`config.mk`:
```
export PLATFORM = sky130hd
export DESIGN_NAME = seq_signed_divider_flat
export DESIGN_NICKNAME = d
export VERILOG_FILES = /design/src/rtl/seq_signed_divider_if.sv /design/src/rtl/seq_signed_divider.sv /design/src/flat_wrapper.sv
export SDC_FILE = /design/constraint.sdc
export NUM_CORES = 1
export LEC_CHECK = 0
export BUFFER_PORTS_ARGS = -buffer_cell sky130_fd_sc_hd__buf_2
export CORE_MARGIN = 3
export CORE_UTILIZATION = 49
export DETAILED_ROUTE_END_ITERATION = 10
export HOLD_SLACK_MARGIN = 0.1
export PLACE_DENSITY = 0.7
export SLEW_MARGIN = 20
export SYNTH_ARGS = -nofsm -noshare
export SYNTH_HDL_FRONTEND = slang
export SYNTH_SLANG_ARGS = --single-unit
```
`constraint.sdc`:
```
create_clock -name clock -period 2.91 [get_ports clock]
set_input_delay 0.582 -clock clock [delete_from_list [all_inputs] [get_ports clock]]
set_output_delay 0.582 -clock clock [all_outputs]
set_load 0.05 [all_outputs]
```
`src/rtl/seq_signed_divider_if.sv`:
```
`default_nettype none
// ============================================================================
// Module   : seq_signed_divider_if
// Brief    : Start/busy/done handshake and operand/result bundle for the
//            sequential signed divider.
// Revision : 1.0 - initial release
// ============================================================================
interface seq_signed_divider_if #(
  parameter int DIVIDEND_W = 8,
  parameter int DIVISOR_W  = 4
);
  logic                         start;
  logic signed [DIVIDEND_W-1:0] dividend;
  logic signed [DIVISOR_W-1:0]  divisor;
  logic signed [DIVIDEND_W-1:0] quotient;
  logic signed [DIVISOR_W-1:0]  remainder;
  logic                         busy;
  logic                         done;
  logic                         div_by_zero;
  logic                         overflow;

  modport master (
    output start, dividend, divisor,
    input  quotient, remainder, busy, done, div_by_zero, overflow
  );

  modport slave (
    input  start, dividend, divisor,
    output quotient, remainder, busy, done, div_by_zero, overflow
  );
endinterface
`default_nettype wire

```
`src/rtl/seq_signed_divider.sv`:
```
`default_nettype none
// ============================================================================
// Module   : seq_signed_divider
// Brief    : Multi-cycle signed divider; restoring shift-subtract on operand
//            magnitudes, one quotient bit per clock, then a sign fix-up step.
// Revision : 1.0 - initial release
// ============================================================================
module seq_signed_divider #(
  parameter int DIVIDEND_W = 8,
  parameter int DIVISOR_W  = 4
) (
  input  logic               clock,
  input  logic               reset_n,
  seq_signed_divider_if.slave bus
);
  localparam int              c_CW   = $clog2(DIVIDEND_W + 1);
  localparam logic [c_CW-1:0] c_LAST = c_CW'(DIVIDEND_W - 1);

  localparam logic [1:0] c_IDLE = 2'd0;
  localparam logic [1:0] c_CALC = 2'd1;
  localparam logic [1:0] c_FIX  = 2'd2;
  localparam logic [1:0] c_ZERO = 2'd3;

  logic [1:0]            r_state;
  logic [1:0]            w_next;
  logic [c_CW-1:0]       r_count;
  logic [DIVIDEND_W-1:0] r_dvd;
  logic [DIVISOR_W:0]    r_dvs;
  logic [DIVISOR_W-1:0]  r_rem;
  logic                  r_sign_q;
  logic                  r_sign_r;
  logic [DIVIDEND_W-1:0] r_quo;
  logic [DIVISOR_W-1:0]  r_rmd;
  logic                  r_done;
  logic                  r_dbz;
  logic                  r_ovf;

  logic                  w_busy;
  logic                  w_load;
  logic                  w_step;
  logic                  w_fix;
  logic                  w_zero;

  logic [DIVIDEND_W-1:0] w_abs_dvd;
  logic [DIVISOR_W:0]    w_dvs_ext;
  logic [DIVISOR_W:0]    w_abs_dvs;
  logic [DIVISOR_W:0]    w_part;
  logic                  w_ge;
  logic [DIVISOR_W-1:0]  w_diff;
  logic [DIVISOR_W-1:0]  w_rem_next;

  // Divisor is widened by one bit so that |-2^(DIVISOR_W-1)| is representable.
  assign w_abs_dvd = bus.dividend[DIVIDEND_W-1] ? -bus.dividend : bus.dividend;
  assign w_dvs_ext = {bus.divisor[DIVISOR_W-1], bus.divisor};
  assign w_abs_dvs = w_dvs_ext[DIVISOR_W] ? -w_dvs_ext : w_dvs_ext;

  // Partial remainder never exceeds 2*|divisor|-1, and the kept remainder is
  // always below |divisor|, so the low DIVISOR_W bits of the difference suffice.
  assign w_part     = {r_rem, r_dvd[DIVIDEND_W-1]};
  assign w_ge       = (w_part >= r_dvs);
  assign w_diff     = w_part[DIVISOR_W-1:0] - r_dvs[DIVISOR_W-1:0];
  assign w_rem_next = w_ge ? w_diff : w_part[DIVISOR_W-1:0];

  always_ff @(posedge clock) begin
    if (!reset_n) begin
      r_state <= c_IDLE;
    end else begin
      r_state <= w_next;
    end
  end

  always_comb begin
    w_next = r_state;
    case (r_state)
      c_IDLE: begin
        if (bus.start) begin
          w_next = (bus.divisor == '0) ? c_ZERO : c_CALC;
        end
      end
      c_CALC: begin
        if (r_count == c_LAST) begin
          w_next = c_FIX;
        end
      end
      c_FIX:   w_next = c_IDLE;
      c_ZERO:  w_next = c_IDLE;
      default: w_next = c_IDLE;
    endcase
  end

  always_comb begin
    w_busy = (r_state != c_IDLE);
    w_load = (r_state == c_IDLE) && bus.start;
    w_step = (r_state == c_CALC);
    w_fix  = (r_state == c_FIX);
    w_zero = (r_state == c_ZERO);
  end

  always_ff @(posedge clock) begin
    if (!reset_n) begin
      r_count  <= '0;
      r_dvd    <= '0;
      r_dvs    <= '0;
      r_rem    <= '0;
      r_sign_q <= 1'b0;
      r_sign_r <= 1'b0;
      r_quo    <= '0;
      r_rmd    <= '0;
      r_done   <= 1'b0;
      r_dbz    <= 1'b0;
      r_ovf    <= 1'b0;
    end else begin
      r_done <= 1'b0;
      if (w_load) begin
        r_count  <= '0;
        r_dvd    <= w_abs_dvd;
        r_dvs    <= w_abs_dvs;
        r_rem    <= '0;
        r_sign_q <= bus.dividend[DIVIDEND_W-1] ^ bus.divisor[DIVISOR_W-1];
        r_sign_r <= bus.dividend[DIVIDEND_W-1];
        r_dbz    <= 1'b0;
        r_ovf    <= 1'b0;
      end else if (w_step) begin
        // Dividend bits shift out the top while quotient bits fill the bottom.
        r_rem   <= w_rem_next;
        r_dvd   <= {r_dvd[DIVIDEND_W-2:0], w_ge};
        r_count <= r_count + c_CW'(1);
      end else if (w_fix) begin
        r_quo  <= r_sign_q ? -r_dvd : r_dvd;
        r_rmd  <= r_sign_r ? -r_rem : r_rem;
        r_ovf  <= !r_sign_q && r_dvd[DIVIDEND_W-1];
        r_done <= 1'b1;
      end else if (w_zero) begin
        r_quo  <= '0;
        r_rmd  <= '0;
        r_dbz  <= 1'b1;
        r_done <= 1'b1;
      end
    end
  end

  assign bus.quotient    = r_quo;
  assign bus.remainder   = r_rmd;
  assign bus.busy        = w_busy;
  assign bus.done        = r_done;
  assign bus.div_by_zero = r_dbz;
  assign bus.overflow    = r_ovf;
endmodule
`default_nettype wire

```
`src/flat_wrapper.sv`:
```
// flat-port wrapper written by rule: the top's interface ports become plain ports
module seq_signed_divider_flat 
#(
  parameter int DIVIDEND_W = 8,
  parameter int DIVISOR_W  = 4
)
  (clock, reset_n, bus_start, bus_dividend, bus_divisor, bus_quotient, bus_remainder, bus_busy, bus_done, bus_div_by_zero, bus_overflow);
  seq_signed_divider_if #(.DIVIDEND_W(DIVIDEND_W), .DIVISOR_W(DIVISOR_W)) bus_i ();
  input  logic clock;
  input  logic reset_n;
  input wire logic [$bits(bus_i.start)-1:0] bus_start;
  input wire logic [$bits(bus_i.dividend)-1:0] bus_dividend;
  input wire logic [$bits(bus_i.divisor)-1:0] bus_divisor;
  output wire logic [$bits(bus_i.quotient)-1:0] bus_quotient;
  output wire logic [$bits(bus_i.remainder)-1:0] bus_remainder;
  output wire logic [$bits(bus_i.busy)-1:0] bus_busy;
  output wire logic [$bits(bus_i.done)-1:0] bus_done;
  output wire logic [$bits(bus_i.div_by_zero)-1:0] bus_div_by_zero;
  output wire logic [$bits(bus_i.overflow)-1:0] bus_overflow;
  assign bus_i.start = bus_start;
  assign bus_i.dividend = bus_dividend;
  assign bus_i.divisor = bus_divisor;
  assign bus_quotient = bus_i.quotient;
  assign bus_remainder = bus_i.remainder;
  assign bus_busy = bus_i.busy;
  assign bus_done = bus_i.done;
  assign bus_div_by_zero = bus_i.div_by_zero;
  assign bus_overflow = bus_i.overflow;
  seq_signed_divider #(.DIVIDEND_W(DIVIDEND_W), .DIVISOR_W(DIVISOR_W)) u_core (.clock(clock), .reset_n(reset_n), .bus(bus_i));
endmodule
```
==> results.yml <==
routing:
  drt_iter0_drc: 92
  vias_per_cell: 5.32
  first_pass_iters: 6
  wl_per_cell_um: 13.2
  vias: 1754
  drtAntennaViolNets: 0
  drt-total-wl_um: 4340
  drc: 0
cells_and_area:
  multi_input_area_mm2: 0.00117
  layout.nets: 306
  fillers: 390
  fin_util: 0.578
  drive_above_1_share: 0.150
  syn2layout_area_growth_pct: 12.4
  num_antenna_cells: 0
  regArea_um2: 801
logic_synthesis:
  ys_ff_latch: 40
  synth_edf_count: 0
  yosysWarnings: 0
  ys_seq_area_frac: 0.383
  synth_top_area_frac: 0.383
  syn-cell-area_mm2: 0.00209
  ys_types: 42
  synth_top_area_cell: "dfxtp_1"
  synth.avg_cell_area_um2: 8.29
  synth_cells: 252
  synth_top_cells_by_area: "dfxtp_1, ha_1, nor2_1"
  async_flop_share: 0
  syn_nets: 278
  synthFlopType: "dfxtp_1"
flow_run:
  cap_violations: 0
pwr:
  p_leak_nw: 0.967
  vdd_drop_max_mv: 0.310
  total_power_mw: 1.17
  power.density_mw_per_mm2: 499
setup_path:
  cp.depth: 6
  slowest_stage: "ha_1"
  critPathMaxStageDelay_ps: 380
  worst_setup_path_start_kind: "flip-flop"
  reg2reg_from: "u_core.r_rem[1]$_SDFFE_PP0P_"
  required_ps: 3080
  crit_family: "compound AO/OA/AOI/OAI gates"
  path_max_fanout: 7
  startpoint: "u_core.r_rem[1]$_SDFFE_PP0P_"
  rr_endpoint: "u_core.r_rem[2]$_SDFFE_PP0P_"
  rrSetupSlack_ps: 850
  r2r_cells: 6
  critPathCapture: "u_core.r_rem[2]$_SDFFE_PP0P_"
  arrival_ps: 2230
  critPathKind: "reg -> reg"
  path_buf_inv: 0
  cp_cell_sequence: "ha_1, a21o_1, a31oi_1, o21ai_1, and4_1, a311o_1"
  cp-end-kind: "flip-flop"
clocking:
  path_clk_slew_ps: 70
  clockBufferDepth: 2
  cts_setup_buffers: 0
  htree_levels: 2
  insertion_delay_ps: 290
  post_cts_resized: 0
  tritoncts_num_sinks: 40
  numCtsBuffers: 5
  cts_tree: "built"
  cts_root_buf: "clkbuf_8"
  hold_buffers: 0
timing:
  max_freq_mhz: 485
  tightest_slew_ps: 603
  hold_violations: 0
  layout_min_cycle_time_ps: 2060
  rsz0062_at_grt: "false"
  finClkSkew_ps: 5.09
  finalCritPeriodShare: 0.708
  finalMaxSlewViolations: 0
  setup_viol: 0
  slew_headroom: 0.595
  setup_tns_ps: 0
floorplanning:
  die_h_um: 71.3
  fp.coreArea_mm2: 0.00406
  initial_core_util: 0.515
  fp-row-count: 23
  die_area_mm2: 0.00508
  pin_count: 31
  chipWidth_um: 71.3
placement:
  place_congestion: 0.775
  dp_hpwl_um: 3190
  port-buffer-count: 30
grt:
  antenna_found_initial: 0
  grt_overflow_total: 0
  grt_usage: 0.183
  grt_pass1_vias: 1586
  grt_max_degree: 19
  grt_pass1_wl_um: 7400
min_path:
  hold_path.class: "reg -> reg"
outcome:
  status: "complete, no violations"
## worst register-to-register path, stage by stage, from the launching register on
cell and delay [ps]:
dfxtp_1 350, ha_1 380, a21o_1 210, a31oi_1 180, o21ai_1 250, and4_1 280, a311o_1 310
## layout make-up
class,count,share of cell area
clock buffers,6,0.0309
clock inverters,1,0.00213
inverters,18,0.0288
multi-input cells,182,0.497
flip-flops and latches,40,0.341
well taps,50,0.0267
repair buffers,33,0.0736
## placed cells by master (no fill, tap or decap), types with 4 or more instances in the layout
cell type   n
o21ai_0     6
xor2_1      9
nor3_1      5
o31ai_1     4
nor2b_1     4
clkbuf_8    5
xnor2_1    11
ha_1       10
a21oi_1    22
nor2_1     31
a211oi_1    4
inv_1      16
nand2_1    27
dfxtp_1    40
mux2i_1     6
buf_2      30
nand2b_1    5
## per-stage QoR
stage	cells	setup slack [ps]	hold WS, ps	cell area [um^2]
final	330	850	444	2350
after global routing	330	682	467	2350
after CTS	330	863	448	2350
after detailed placement	323	948	438	2270
after global placement	323	1000	436	2270
after floorplan	252	1110	420	2090
## synth_stat cells (6+ instances only)
master    number
a21oi_1       22
mux2i_1        6
ha_1          10
nand2_1       27
xnor2_1       11
inv_1         16
xor2_1         9
nor2_1        31
o21ai_0        6
dfxtp_1       40
clkbuf_1      10
## per-layer routing
layer	vias to the layer above	track usage	part of all wire
li1	927	-	-
met1	778	0.252	0.50
met2	41	0.273	0.43
met3	8	0.0449	0.055
met4	0	0.0793	0.022
met5	-	0	0
## cell families (layout without fill, tap and decap cells)
logic type	after synthesis	in the layout	synth area share
compound gates	56	56	0.175
xor+xnor	20	20	0.0839
fa+ha+maj	11	11	0.0695
buf+inv	30	58	0.0581
flops	40	40	0.383
mux	6	6	0.0288
simple gates	89	89	0.201
## how the worst min path moves through the flow
| stage | from | endpoint | slack [ps] | depth (start not counted) |
|---|---|---|---|---|
| global placement | u_core.r_dvs[4]$_SDFFE_PN0P_ | u_core.r_dvs[4]$_SDFFE_PN0P_ | 440 | 2 |
| floorplan | u_core.r_dvs[4]$_SDFFE_PN0P_ | u_core.r_dvs[4]$_SDFFE_PN0P_ | 420 | 2 |
| global route | u_core.r_dvs[4]$_SDFFE_PN0P_ | u_core.r_dvs[4]$_SDFFE_PN0P_ | 470 | 2 |
| detailed placement | u_core.r_dvs[4]$_SDFFE_PN0P_ | u_core.r_dvs[4]$_SDFFE_PN0P_ | 440 | 2 |
| finish | u_core.r_dvs[4]$_SDFFE_PN0P_ | u_core.r_dvs[4]$_SDFFE_PN0P_ | 440 | 2 |
| CTS | u_core.r_dvs[4]$_SDFFE_PN0P_ | u_core.r_dvs[4]$_SDFFE_PN0P_ | 450 | 2 |
## state kept, by name, summed over array words and instances (netlist names), 2 cells and up
signal / flops
u_core.r_state: 2
u_core.r_dvd: 8
u_core.bus.remainder: 4
u_core.bus.quotient: 8
u_core.r_dvs: 5
u_core.r_count: 4
u_core.r_rem: 4
## report_power, final
part	total (mW)	switching (mW)	internal (mW)
combinational	0.222	0.126	0.0962
clock	0.345	0.182	0.163
sequential	0.604	0.0329	0.571
total	1.17	0.341	0.830
No activity file was read; power rests on OpenSTA's default activity.
